==> config.mk <==
export PLATFORM = sky130hd
export DESIGN_NAME = uart_rx_cfg
export DESIGN_NICKNAME = d
export VERILOG_FILES = /design/src/rtl/uart_pkg.sv /design/src/rtl/uart_rx_fifo.sv /design/src/rtl/uart_rx_cfg.sv
export SDC_FILE = /design/constraint.sdc
export NUM_CORES = 1
export LEC_CHECK = 0
export CAP_MARGIN = 10
export CORE_ASPECT_RATIO = 1.75
export CORE_MARGIN = 1.5
export CORE_UTILIZATION = 58
export CTS_BUF_LIST = sky130_fd_sc_hd__clkbuf_16
export CTS_CLUSTER_SIZE = 20
export DETAILED_ROUTE_END_ITERATION = 10
export GPL_TIMING_DRIVEN = 0
export PLACE_DENSITY_LB_ADDON = 0.12
export RECOVER_POWER = 50
export SYNTH_ARGS = -nofsm -noshare
export SYNTH_HDL_FRONTEND = slang
export SYNTH_SLANG_ARGS = --single-unit
==> constraint.sdc <==
create_clock -name sys_clk -period 2.37 [get_ports sys_clk]
set_input_delay 0.711 -clock sys_clk [delete_from_list [all_inputs] [get_ports sys_clk]]
set_output_delay 0.711 -clock sys_clk [all_outputs]
set_load 0.01 [all_outputs]
==> src/rtl/uart_pkg.sv <==
// uart_pkg: shared constants, FSM state type and divider helper
// for the configurable UART receiver.
package uart_pkg;

  localparam int PAR_NONE = 0;
  localparam int PAR_ODD  = 1;
  localparam int PAR_EVEN = 2;

  // {break, parity_err, frame_err} carried beside the data bits
  localparam int STAT_W = 3;

  typedef enum logic [2:0] {
    ST_IDLE,
    ST_START,
    ST_DATA,
    ST_PARITY,
    ST_STOP,
    ST_BRK_WAIT
  } state_t;

  function automatic int baud_div(
    input int clk_hz,
    input int bps,
    input int os
  );
    return clk_hz / (bps * os);
  endfunction

endpackage

==> src/rtl/uart_rx_fifo.sv <==
// uart_rx_fifo: synchronous FIFO with occupancy count.
// A push into a full FIFO succeeds only when a pop happens in the same cycle.
module uart_rx_fifo #(
  parameter int WIDTH = 11,
  parameter int DEPTH = 16
) (
  input  logic                     clk,
  input  logic                     rst,
  input  logic                     push,
  input  logic [WIDTH-1:0]         wdata,
  input  logic                     pop,
  output logic [WIDTH-1:0]         rdata,
  output logic [$clog2(DEPTH):0]   count,
  output logic                     full,
  output logic                     empty
);
  localparam int AW = $clog2(DEPTH);

  logic [WIDTH-1:0] mem [DEPTH];
  logic [AW-1:0]    wr_ptr;
  logic [AW-1:0]    rd_ptr;
  logic             wr_en;
  logic             rd_en;

  assign full  = (count == (AW+1)'(DEPTH));
  assign empty = (count == '0);
  assign rd_en = pop & ~empty;
  assign wr_en = push & (~full | rd_en);
  assign rdata = empty ? '0 : mem[rd_ptr];

  // storage array, no reset needed
  always_ff @(posedge clk) begin
    if (wr_en) mem[wr_ptr] <= wdata;
  end

  // pointers and occupancy
  always_ff @(posedge clk) begin
    if (rst) begin
      wr_ptr <= '0;
      rd_ptr <= '0;
      count  <= '0;
    end else begin
      if (wr_en) wr_ptr <= wr_ptr + AW'(1);
      if (rd_en) rd_ptr <= rd_ptr + AW'(1);
      case ({wr_en, rd_en})
        2'b10:   count <= count + (AW+1)'(1);
        2'b01:   count <= count - (AW+1)'(1);
        default: count <= count;
      endcase
    end
  end

endmodule

==> src/rtl/uart_rx_cfg.sv <==
// uart_rx_cfg: UART receiver with configurable framing and majority-vote sampling.
// Define UART_RX_CFG_FIFO_EN to buffer words in uart_rx_fifo instead of one register.
module uart_rx_cfg
  import uart_pkg::*;
#(
  parameter int CLK_FREQ   = 50_000_000,
  parameter int UART_BPS   = 115_200,
  parameter int OVERSAMPLE = 16,
  parameter int DATA_BITS  = 8,
  parameter int PARITY     = 0,
  parameter int STOP_BITS  = 1,
  parameter int FIFO_DEPTH = 16
) (
  input  logic                 sys_clk,
  input  logic                 sys_rst,
  input  logic                 rx,
  output logic [DATA_BITS-1:0] m_data,
  output logic                 m_frame_err,
  output logic                 m_parity_err,
  output logic                 m_break,
  output logic                 m_valid,
  input  logic                 m_ready,
  output logic                 overrun
);
  localparam int BAUD_DIV = baud_div(CLK_FREQ, UART_BPS, OVERSAMPLE);
  localparam int DVW = $clog2(BAUD_DIV + 1);
  localparam int PW  = $clog2(OVERSAMPLE);
  localparam int CW  = $clog2(OVERSAMPLE + 1);
  localparam int BCW = $clog2(DATA_BITS + 1);
  localparam int WW  = STAT_W + DATA_BITS;

  localparam logic [DVW-1:0] DIV_LAST = DVW'(BAUD_DIV - 1);
  localparam logic [PW-1:0]  PH_S0    = PW'(OVERSAMPLE/2 - 1);
  localparam logic [PW-1:0]  PH_S1    = PW'(OVERSAMPLE/2);
  localparam logic [PW-1:0]  PH_DEC   = PW'(OVERSAMPLE/2 + 1);
  localparam logic [PW-1:0]  PH_LAST  = PW'(OVERSAMPLE - 1);
  localparam logic [CW-1:0]  HI_FULL  = CW'(OVERSAMPLE);
  localparam logic [BCW-1:0] BC_LAST  = BCW'(DATA_BITS);

  state_t               state, nstate;
  logic [1:0]           sync_q;
  logic                 rx_s, rx_d, fall;
  logic [DVW-1:0]       div_cnt;
  logic [PW-1:0]        phase;
  logic                 tick, wrap, dec_now, dec;
  logic                 samp0, samp1;
  logic [BCW-1:0]       bit_cnt;
  logic                 stop_cnt;
  logic [DATA_BITS-1:0] shreg;
  logic                 perr_q, ferr_q, zero_q;
  logic [CW-1:0]        hi_cnt;
  logic                 par_ref, stop_final;
  logic                 commit, c_ferr, c_brk;
  logic [WW-1:0]        c_word, head;

  assign rx_s       = sync_q[1];
  assign fall       = rx_d & ~rx_s;
  assign tick       = (state != ST_IDLE) && (div_cnt == DIV_LAST);
  assign wrap       = tick && (phase == PH_LAST);
  assign dec_now    = tick && (phase == PH_DEC);
  assign dec        = (samp0 & samp1) | (samp0 & rx_s) | (samp1 & rx_s);
  assign par_ref    = (PARITY == PAR_ODD) ? ~^shreg : ^shreg;
  assign stop_final = dec_now && ((STOP_BITS == 1) || stop_cnt);
  assign c_word     = {c_brk, perr_q, c_ferr, shreg};

  // line synchroniser and previous-value register for edge detect
  always_ff @(posedge sys_clk) begin
    if (sys_rst) begin
      sync_q <= 2'b11;
      rx_d   <= 1'b1;
    end else begin
      sync_q <= {sync_q[0], rx};
      rx_d   <= rx_s;
    end
  end

  // oversampling tick divider and bit phase, parked at zero while idle
  always_ff @(posedge sys_clk) begin
    if (sys_rst || state == ST_IDLE) begin
      div_cnt <= '0;
      phase   <= '0;
    end else begin
      div_cnt <= (div_cnt == DIV_LAST) ? '0 : div_cnt + DVW'(1);
      if (tick) phase <= (phase == PH_LAST) ? '0 : phase + PW'(1);
    end
  end

  // FSM state register
  always_ff @(posedge sys_clk) begin
    if (sys_rst) state <= ST_IDLE;
    else         state <= nstate;
  end

  // FSM next-state logic; states advance on the bit boundary
  always_comb begin
    nstate = state;
    unique case (state)
      ST_IDLE:     if (fall) nstate = ST_START;
      ST_START:    if (dec_now && dec) nstate = ST_IDLE;
                   else if (wrap) nstate = ST_DATA;
      ST_DATA:     if (wrap && bit_cnt == BC_LAST)
                     nstate = (PARITY == PAR_NONE) ? ST_STOP : ST_PARITY;
      ST_PARITY:   if (wrap) nstate = ST_STOP;
      ST_STOP:     if (stop_final) nstate = c_brk ? ST_BRK_WAIT : ST_IDLE;
      ST_BRK_WAIT: if (hi_cnt == HI_FULL) nstate = ST_IDLE;
      default:     nstate = ST_IDLE;
    endcase
  end

  // FSM outputs: commit the word at the final stop decision
  always_comb begin
    c_ferr = ferr_q | ~dec;
    c_brk  = zero_q & ~dec;
    commit = (state == ST_STOP) && stop_final;
  end

  // sampling, shift register and per-frame status accumulation
  always_ff @(posedge sys_clk) begin
    if (sys_rst) begin
      samp0    <= 1'b1;
      samp1    <= 1'b1;
      bit_cnt  <= '0;
      stop_cnt <= 1'b0;
      shreg    <= '0;
      perr_q   <= 1'b0;
      ferr_q   <= 1'b0;
      zero_q   <= 1'b1;
      hi_cnt   <= '0;
    end else begin
      if (tick && phase == PH_S0) samp0 <= rx_s;
      if (tick && phase == PH_S1) samp1 <= rx_s;
      if (state == ST_IDLE) begin
        bit_cnt  <= '0;
        stop_cnt <= 1'b0;
        perr_q   <= 1'b0;
        ferr_q   <= 1'b0;
        zero_q   <= 1'b1;
      end
      if (dec_now) begin
        case (state)
          ST_DATA: begin
            for (int i = 0; i < DATA_BITS; i++)
              if (bit_cnt == BCW'(i)) shreg[i] <= dec;
            bit_cnt <= bit_cnt + BCW'(1);
            if (dec) zero_q <= 1'b0;
          end
          ST_PARITY: begin
            perr_q <= (dec != par_ref);
            if (dec) zero_q <= 1'b0;
          end
          ST_STOP: begin
            stop_cnt <= 1'b1;
            ferr_q   <= ~dec;
            if (dec) zero_q <= 1'b0;
          end
          default: ;
        endcase
      end
      if (state != ST_BRK_WAIT || !rx_s) hi_cnt <= '0;
      else if (tick && hi_cnt != HI_FULL) hi_cnt <= hi_cnt + CW'(1);
    end
  end

`ifdef UART_RX_CFG_FIFO_EN
  logic                        push_q, full, empty, pop;
  logic [WW-1:0]               word_q;
  logic [$clog2(FIFO_DEPTH):0] fifo_cnt;

  assign pop     = m_ready & ~empty;
  assign m_valid = (fifo_cnt != '0);

  // stage the committed word, flag drops on a full FIFO
  always_ff @(posedge sys_clk) begin
    if (sys_rst) begin
      push_q  <= 1'b0;
      word_q  <= '0;
      overrun <= 1'b0;
    end else begin
      push_q  <= commit;
      if (commit) word_q <= c_word;
      overrun <= push_q & full & ~pop;
    end
  end

  uart_rx_fifo #(
    .WIDTH (WW),
    .DEPTH (FIFO_DEPTH)
  ) u_fifo (
    .clk   (sys_clk),
    .rst   (sys_rst),
    .push  (push_q),
    .wdata (word_q),
    .pop   (pop),
    .rdata (head),
    .count (fifo_cnt),
    .full  (full),
    .empty (empty)
  );
`else
  logic [WW-1:0] hold;
  logic          hold_v;

  assign head    = hold;
  assign m_valid = hold_v;

  // single holding register; a commit that finds it occupied is dropped
  always_ff @(posedge sys_clk) begin
    if (sys_rst) begin
      hold    <= '0;
      hold_v  <= 1'b0;
      overrun <= 1'b0;
    end else begin
      overrun <= 1'b0;
      if (commit && (!hold_v || m_ready)) begin
        hold   <= c_word;
        hold_v <= 1'b1;
      end else begin
        if (m_ready) hold_v <= 1'b0;
        if (commit)  overrun <= 1'b1;
      end
    end
  end
`endif

  assign {m_break, m_parity_err, m_frame_err, m_data} = head;

endmodule

==> flow_metrics.tcl, run 1 <==
set metrics [dict create \
    status "completed" \
    clock.fmax_mhz 456 \
    fin_crit_sh_pct 92.6 \
    grt_first_pass_wirelength_um 7780 \
    reg2regPathDepth 6 \
    drv_slew 0 \
    synth_cell_types 52 \
    fp.dieH_um 89.0 \
    hold_violations 0 \
    fp.coreArea_um2 4110 \
    final_cells 334 \
    nets 299 \
    finClkSkew_ns 0.00608 \
    drive_above_1_share_pct 9.47 \
    arrival_ns 2.40 \
    final_common_cell "dfxtp_1" \
    cap_viol_max_count 0 \
    gp_congestion 0.845 \
    die_area_um2 4640 \
    synth_enable_flop_cells 0 \
    setup_viol 0 \
    ys_warn_count 0 \
    syn_area_um2 2450 \
    cts_buffers 5 \
    die_w_um 52.1 \
    grt_setup_unrepaired "false" \
    reg2reg_from "state[0]" \
    final_core_util_pct 68.4 \
    min-delay-start "sync_q[0]" \
    ys_seq_area_share_pct 40.8 \
    power_uw 1960 \
    min-delay-path-class "reg2reg" \
    ctsResizeCount 0 \
    wl_um 4730 \
    ff2ff_setup_slack_ns 0.17 \
    synth-async-reset-ratio_pct 0 \
    worst_setup_path_end_kind "flop" \
    ant_nets 0 \
    setup_tns_ns 0 \
    dp_hpwl_um 3510 \
    synth_top_area_cell "dfxtp_1" \
    root_buffer "clkbuf_16" \
    power_leakage_uw 0.00111 \
    holdBufCountCts 0 \
    synth-main-ff-cell "dfxtp_1" \
    hold_depth 1 \
    n_antenna_cell 0 \
    ir_worst_vdd_uv 492 \
    post_cts_buffers 0 \
    cts.sinks 50 \
    whs_ns 0.427 \
    yosysTopAreaCellShare_pct 40.8 \
    worstSetupPathType "reg2reg" \
    syn_area_per_cell_um2 9.39 \
    io_buffers 16 \
    postSynthNetCount 276 \
    tritoncts "done" \
    drc 0 \
    grt_max_degree 16 \
    tightestPinTransition_ns 0.818 \
    final_cell_mix "dfxtp_1, nor2_1, mux2i_1" \
    wire_per_inst_um 14.2 \
    syn_inst 261 \
    power_per_cell_area_nw_per_um2 697 \
    overflow 0 \
    r2r_end "state[2]" \
    clk_latency_ns 0.29 \
    syn2layout_area_growth_pct 14.7 \
    dr_total_vias 1844 \
    start_util_pct 59.6 \
    first_global_vias 1769 \
    num_rows 31 \
    htree_num_levels 2 \
    path_clk_slew_ns 0.07 \
    clockBufferDepth 2 \
    first_iter_violations 35 \
    cp_max_fo 9 \
    min_to "sync_q[1]" \
    synth-seq-cells 50 \
    io_pins 17 \
    min_period_ns 2.20 \
    yosys-top-cells-area "dfxtp_1, mux2i_1, nor2_1" \
    placed_cells 326 \
    cp_data_required_time_ns 2.57 \
    slew_headroom_pct 44.9 \
    fillCellCount 357 \
    grt_usage_pct 22.0 \
    first_pass_iters 4 \
    cp-start-kind "flop" \
    via_per_inst 5.52 \
    antenna_found_initial 0 \
]
cells in the mapped netlist (4+ instances only):
master and instances:
a21oi_1 8, clkbuf_1 5, dfxtp_1 50, ha_1 11, inv_1 9, mux2i_1 21
nand2_1 9, nand2b_1 8, nand3_1 10, nand3b_1 7, nor2_1 44, nor3_1 8
or2_1 4, xnor2_1 9, xor2_1 7
per-layer routing:
metal	track usage (%)	part of all wire [%]	wire length [um]	vias to the layer above
met1	23.1	40	1900	861
met4	9.09	2.4	112	0
met5	0	0	0	-
met2	42.3	55	2620	21
met3	3.18	1.9	88	12
li1	-	-	-	950
through the flow:
step	area [um^2]	worst slack (ns)
final	2810	0.175
after global placement	2670	0.103
after global routing	2810	0.123
after floorplan	2450	0.584
after CTS	2810	0.309
after detailed placement	2670	0.0178
worst max path at each step:
stage	from	endpoint	slack (ns)	cells after the start
after detailed placement	sys_rst	head[4]	0.02	4
after global routing	state[0]	state[2]	0.12	6
after floorplan	bit_cnt[0]	state[2]	0.58	7
after global placement	sys_rst	shreg[4]	0.10	4
final	state[0]	state[2]	0.17	6
after CTS	div_cnt[0]	head[4]	0.31	9
state kept, by name, summed over array words and instances, names as in the netlist:
register and cells:
bit_cnt 4, div_cnt 5, ferr_q 1, head 11, hi_cnt 5, m_valid 1
overrun 1, perr_q 1, phase 4, rx_d 1, samp0 1, samp1 1
shreg 8, state 3, sync_q 2, zero_q 1
report_power, final:
part	leakage, uW	switching (uW)	internal (uW)
Clock	0.0000672	308	386
Combinational	0.000640	218	147
Sequential	0.000404	34.5	865
cell type report:
class / count / area (um^2) / share of cell area (%)
multi-input cells: 191 / 1350 / 48.0
plain buffers: 11 / 62.6 / 2.23
well taps: 49 / 61.3 / 2.18
clock buffers: 5 / 125 / 4.45
clock inverters: 3 / 16.3 / 0.579
flip-flops and latches: 50 / 1000 / 35.6
repair buffers: 16 / 160 / 5.70
inverters: 9 / 33.8 / 1.20
critical path, cell delays in order, from the launching register on:
cell and delay [ns]:
dfxtp_1 0.39, or2_1 0.24, buf_4 0.17, o21ai_0 0.65, o32ai_2 0.23, and2_4 0.21
a311oi_2 0.21
logic make-up after synthesis:
group	Yosys count	synth area share, %
multiplexers	22	9.04
AND/OR/NAND/NOR	114	25.8
XOR/XNOR	16	5.72
flip-flops	50	40.8
adder cells (fa/ha/maj)	12	6.07
AO/OA/AOI/OAI	27	8.63
buffers and inverters	20	3.93
(Power assumes the default switching activity.)
==> inputs of run 2 (changes only) <==
--- a/config.mk
+++ b/config.mk
@@ -6,15 +6,18 @@
 export NUM_CORES = 1
 export LEC_CHECK = 0
 export CAP_MARGIN = 10
+export CELL_PAD_IN_SITES_DETAIL_PLACEMENT = 1
+export CELL_PAD_IN_SITES_GLOBAL_PLACEMENT = 1
 export CORE_ASPECT_RATIO = 1.75
 export CORE_MARGIN = 1.5
-export CORE_UTILIZATION = 58
+export CORE_UTILIZATION = 45
 export CTS_BUF_LIST = sky130_fd_sc_hd__clkbuf_16
 export CTS_CLUSTER_SIZE = 20
 export DETAILED_ROUTE_END_ITERATION = 10
 export GPL_TIMING_DRIVEN = 0
 export PLACE_DENSITY_LB_ADDON = 0.12
 export RECOVER_POWER = 50
+export SETUP_SLACK_MARGIN = 0.4
 export SYNTH_ARGS = -nofsm -noshare
 export SYNTH_HDL_FRONTEND = slang
 export SYNTH_SLANG_ARGS = --single-unit
==> run 2 against run 1 <==
Net effect: critical path depth decreased by 1; sequential power about the same; clock skew decreased by 0.0028 ns; largest cell class unchanged; critical endpoint is now div_cnt[4]; critical path type is now in2reg.
==> flow_metrics.tcl, run 2 (synthesis gave the netlist of run 1 again) <==
set metrics [dict create \
    status "completed" \
    tritoncts "done" \
    fp.dieH_um 101 \
    reg2reg_from "div_cnt[0]" \
    clockBufferDepth 2 \
    dr_total_vias 1912 \
    cpPeakStageDelay_ns 0.60 \
    ff2ff_setup_slack_ns 0.44 \
    hold_depth 1 \
    cp_max_fo 10 \
    cts_buffers 5 \
    ir_worst_vdd_uv 462 \
    tightestPinTransition_ns 0.514 \
    whs_ns 0.443 \
    fin_crit_sh_pct 82.7 \
    met2_length_um 3150 \
    pwr-share-seq_pct 45.4 \
    path_clk_slew_ns 0.06 \
    slew_headroom_pct 65.8 \
    r2r_end "state[2]" \
    clk_latency_ns 0.29 \
    clkPwrFrac_pct 33.9 \
    wl_met3_um 88 \
    path_cells "dlygate4sd3_1 -> clkbuf_1 -> nor2_1 -> nand2_1 -> nor2_1" \
    overflow 0 \
    nets 304 \
    dp_hpwl_um 3980 \
    min_period_ns 1.96 \
    reg2regPathDepth 7 \
    htree_num_levels 2 \
    via_per_inst 5.54 \
    io_buffers 16 \
    syn2layout_area_growth_pct 18.5 \
    wl_um 5440 \
    gp_congestion 0.771 \
    grt_max_degree 15 \
    first_pass_iters 4 \
    cts.sinks 50 \
    final_cell_mix "dfxtp_1, nor2_1, mux2i_1" \
    cp-endpoint "div_cnt[4]" \
    start_util_pct 46.6 \
    io_pins 17 \
    min-delay-path-class "reg2reg" \
    met1_length_um 2080 \
    critPathLaunch "sys_rst" \
    routed.top_layer "met4" \
    grt_setup_unrepaired "true" \
    antenna_found_initial 0 \
    largest_reg_flops 11 \
    worst_setup_path_end_kind "flop" \
    drive_above_1_share_pct 12.8 \
    drc 0 \
    die_area_um2 5920 \
    ant_nets 0 \
    first_global_vias 2037 \
    power_uw 1990 \
    arrival_ns 2.14 \
    combPwrFrac_pct 20.7 \
    hold_violations 0 \
    cp-start-kind "input pin" \
    num_rows 35 \
    setup_viol 0 \
    cap_viol_max_count 0 \
    final_common_cell "dfxtp_1" \
    final_core_util_pct 55.3 \
    clock.fmax_mhz 510 \
    first_iter_violations 71 \
    holdBufCountCts 0 \
    multiInputGateArea_um2 1400 \
    cp_data_required_time_ns 2.54 \
    p_sw_uw 578 \
    switching_share_pct 29.0 \
    critPathMostFrequentCell "nor2_1" \
    power_per_cell_area_nw_per_um2 685 \
    grt_first_pass_wirelength_um 9420 \
    grt_usage_pct 20.7 \
    regArea_um2 1000 \
    setup_tns_ns 0 \
    fp.coreArea_um2 5260 \
    fillCellCount 612 \
    finClkSkew_ns 0.00329 \
    die_w_um 58.8 \
    power_leakage_uw 0.00116 \
    n_antenna_cell 0 \
    drv_slew 0 \
    p_int_uw 1410 \
    wire_per_inst_um 15.8 \
    root_buffer "clkbuf_16" \
    worstSetupPathType "in2reg" \
    slowest_stage "dlygate4sd3_1" \
]
==> run 2: critical path: cells and delay by family <==
| family | cells | cell delay, ns |
|---|---|---|
| AND/OR/NAND/NOR | 3 | 0.43 |
| buffers and inverters | 2 | 0.99 |
==> run 2: through the flow <==
| stage | cells | area [um^2] | setup WS, ns |
|---|---|---|---|
| detailed placement | 332 | 2680 | 0.00934 |
| CTS | 343 | 2860 | 0.415 |
| floorplan | 261 | 2450 | 0.584 |
| global placement | 332 | 2680 | 0.0172 |
| finish | 345 | 2900 | 0.409 |
| global route | 345 | 2900 | 0.278 |
==> run 2: worst min-delay path by stage <==
stage / to / slack (ns) / from
after floorplan: sync_q[1] / 0.39 / sync_q[0]
after global placement: sync_q[1] / 0.43 / sync_q[0]
after detailed placement: sync_q[1] / 0.44 / sync_q[0]
after CTS: sync_q[1] / 0.46 / sync_q[0]
after global routing: sync_q[1] / 0.46 / sync_q[0]
final: sync_q[1] / 0.44 / sync_q[0]
==> run 2: power by group through the flow <==
| stage | registers [uW] | clock network, uW | logic [uW] |
|---|---|---|---|
| 5_1_grt | 908 | 728 | 447 |
| 4_1_cts | 903 | 693 | 394 |
| 3_5_place_dp | 920 | 0 | 381 |
| 6_report | 903 | 675 | 411 |
| 2_1_floorplan | 908 | 0 | 298 |
| 3_3_place_gp | 918 | 0 | 373 |
==> run 2: area by class of cell <==
type / count / area share (%)
clock inverter: 3 / 0.388
buffer: 11 / 2.37
sequential: 50 / 34.6
multi-input combinational: 191 / 48.0
tap: 55 / 2.37
clock buffer: 5 / 4.31
inverter: 9 / 1.16
timing repair buffer: 21 / 6.81
==> run 2: timing repair <==
item	in CTS	in global routing
setup endpoints to repair	23	29
resized for setup	6	9
buffers inserted	3	2
pin swaps	2	2
==> run 2: routing by layer <==
layer  up-vias  GRT usage (%)
li1        951              -
met4         0           7.52
met2        14           40.8
met5         -              0
met3        10           2.70
met1       937           21.0
==> inputs of run 3 (changes only) <==
--- a/config.mk
+++ b/config.mk
@@ -10,7 +10,7 @@
 export CELL_PAD_IN_SITES_GLOBAL_PLACEMENT = 1
 export CORE_ASPECT_RATIO = 1.75
 export CORE_MARGIN = 1.5
-export CORE_UTILIZATION = 45
+export CORE_UTILIZATION = 41
 export CTS_BUF_LIST = sky130_fd_sc_hd__clkbuf_16
 export CTS_CLUSTER_SIZE = 20
 export DETAILED_ROUTE_END_ITERATION = 10
==> constraint.sdc (replaced) <==
create_clock -name sys_clk -period 1.65 [get_ports sys_clk]
set_input_delay 0.495 -clock sys_clk [delete_from_list [all_inputs] [get_ports sys_clk]]
set_output_delay 0.495 -clock sys_clk [all_outputs]
set_load 0.01 [all_outputs]
==> run 3 against run 2 <==
Net effect: the run now ends with setup timing left; die area up 9.3%; core utilization up 4.3 points; clock skew up 0.0075 ns; worst setup slack worse by 0.51 ns; first-iteration DRC count down 34%; largest cell class unchanged.
==> flow_metrics.tcl, run 3 (synthesis gave the netlist of run 1 again) <==
set metrics [dict create \
    status "finished with violations" \
    violations "setup timing" \
    wire_per_inst_um 18.1 \
    min-delay-path-class "reg2reg" \
    cp_max_fo 5 \
    grt_first_pass_wirelength_um 10600 \
    first_global_vias 2213 \
    die_w_um 61.4 \
    grt_setup_unrepaired "true" \
    setup_ws_ns -0.101 \
    gp_congestion 0.743 \
    first_iter_violations 47 \
    ant_nets 0 \
    ff2ff_setup_slack_ns -0.10 \
    cts.sinks 50 \
    setup_viol 25 \
    path_cells "inv_2 -> ha_4 -> and4b_1 -> a2111oi_4 -> nor2_2 -> and2_4 -> a311oi_2" \
    via_per_inst 5.32 \
    syn2layout_area_growth_pct 41.7 \
    power_per_cell_area_nw_per_um2 921 \
    arrival_ns 1.97 \
    path_clk_slew_ns 0.07 \
    clk_latency_ns 0.30 \
    antenna_found_initial 0 \
    slowest_stage "dfxtp_4" \
    first_pass_iters 4 \
    largest_reg_flops 11 \
    clockBufferDepth 2 \
    pre_cts_ws_ns -0.469 \
    placed_cells 355 \
    power_leakage_uw 0.00139 \
    nets 332 \
    dp_hpwl_um 4140 \
    cpPeakStageDelay_ns 0.38 \
    htree_num_levels 2 \
    drv_slew 0 \
    final_cells 395 \
    clock.fmax_mhz 571 \
    min_period_ns 1.75 \
    worstSetupPathType "reg2reg" \
    fp.dieH_um 105 \
    holdBufCountCts 0 \
    min-delay-start "div_cnt[0]" \
    grt_max_degree 15 \
    wl_um 7130 \
    final_cell_mix "nor2_1, dfxtp_1, mux2i_1, buf_4, buf_6" \
    cap_viol_max_count 0 \
    die_area_um2 6470 \
    worst_setup_path_end_kind "flop" \
    overflow 0 \
    cts_buffers 5 \
    start_util_pct 42.0 \
    tritoncts "done" \
    dr_total_vias 2103 \
    grt_usage_pct 22.3 \
    cp-start-kind "flop" \
    ir_worst_vdd_uv 920 \
    num_rows 37 \
    whs_ns 0.446 \
    reg2reg_from "bit_cnt[1]" \
    fp.coreArea_um2 5830 \
    root_buffer "clkbuf_16" \
    critPathLaunch "bit_cnt[1]" \
    cp-endpoint "state[2]" \
    io_pins 17 \
    finClkSkew_ns 0.0108 \
    io_buffers 16 \
    drc 0 \
    drive_above_1_share_pct 42.3 \
    tightestPinTransition_ns 0.523 \
    slew_headroom_pct 65.1 \
    fin_crit_sh_pct 106 \
    r2r_end "state[2]" \
    final_common_cell "nor2_1" \
    hold_violations 0 \
    cp_data_required_time_ns 1.87 \
    n_antenna_cell 0 \
    reg2regPathDepth 7 \
]
run 3: timing repair:
action,CTS,global route
setup endpoints to repair,63,58
cloned,0,1
pin swaps,13,21
buffers inserted,19,13
gates resized for setup,104,49
run 3: routing by layer:
metal / vias to the layer above / part of all wire, % / track usage (%) / routed length [um]
met3: 20 / 1.8 / 4.17 / 131
li1: 1014 / - / - / -
met4: 0 / 4.0 / 11.6 / 288
met5: - / 0 / 0 / 0
met1: 1037 / 35 / 22.5 / 2480
met2: 32 / 59 / 40.5 / 4230
run 3: final cells by class:
class / instances / area (um^2)
clock inverter: 2 / 10.0
multi-input combinational: 191 / 1630
timing repair buffer: 49 / 433
buffer: 11 / 100
sequential: 50 / 1050
tap: 78 / 97.6
inverter: 9 / 36.3
fill: 649 / 2360
clock buffer: 5 / 125
run 3: where the power goes:
| group | switching, uW | internal [uW] | total, uW |
|---|---|---|---|
| Clock | 454 | 549 | 1000 |
| Sequential | 67.5 | 1240 | 1310 |
| Combinational | 498 | 388 | 886 |
| Total | 1020 | 2180 | 3200 |
run 3: worst min-delay path by stage:
stage	cells past startpoint	slack, ns	endpoint
3_3_place_gp	1	0.40	sync_q[1]
6_report	1	0.45	div_cnt[0]
4_1_cts	1	0.43	sync_q[1]
5_1_grt	1	0.46	sync_q[1]
3_5_place_dp	1	0.40	sync_q[1]
2_1_floorplan	1	0.39	sync_q[1]
run 3: per-stage QoR:
stage	util (%)	total power, uW	area [um^2]	TNS (ns)
after detailed placement	47.5	1940	2770	-13.18
after global routing	59.5	3330	3470	-3.76
after floorplan	-	1790	2510	0
after CTS	54.5	3120	3180	-0.909
after global placement	47.5	1930	2770	-12.23
final	59.5	3200	3470	-0.910
run 3: worst max-delay path, delay by kind of cell, from the launching register on:
family,cells,cell delay [ns]
AOI/OAI and AO/OA,2,0.56
adders and majority gates,1,0.16
buffers and inverters,1,0.07
DFF,1,0.38
and+or+nand+nor,3,0.52
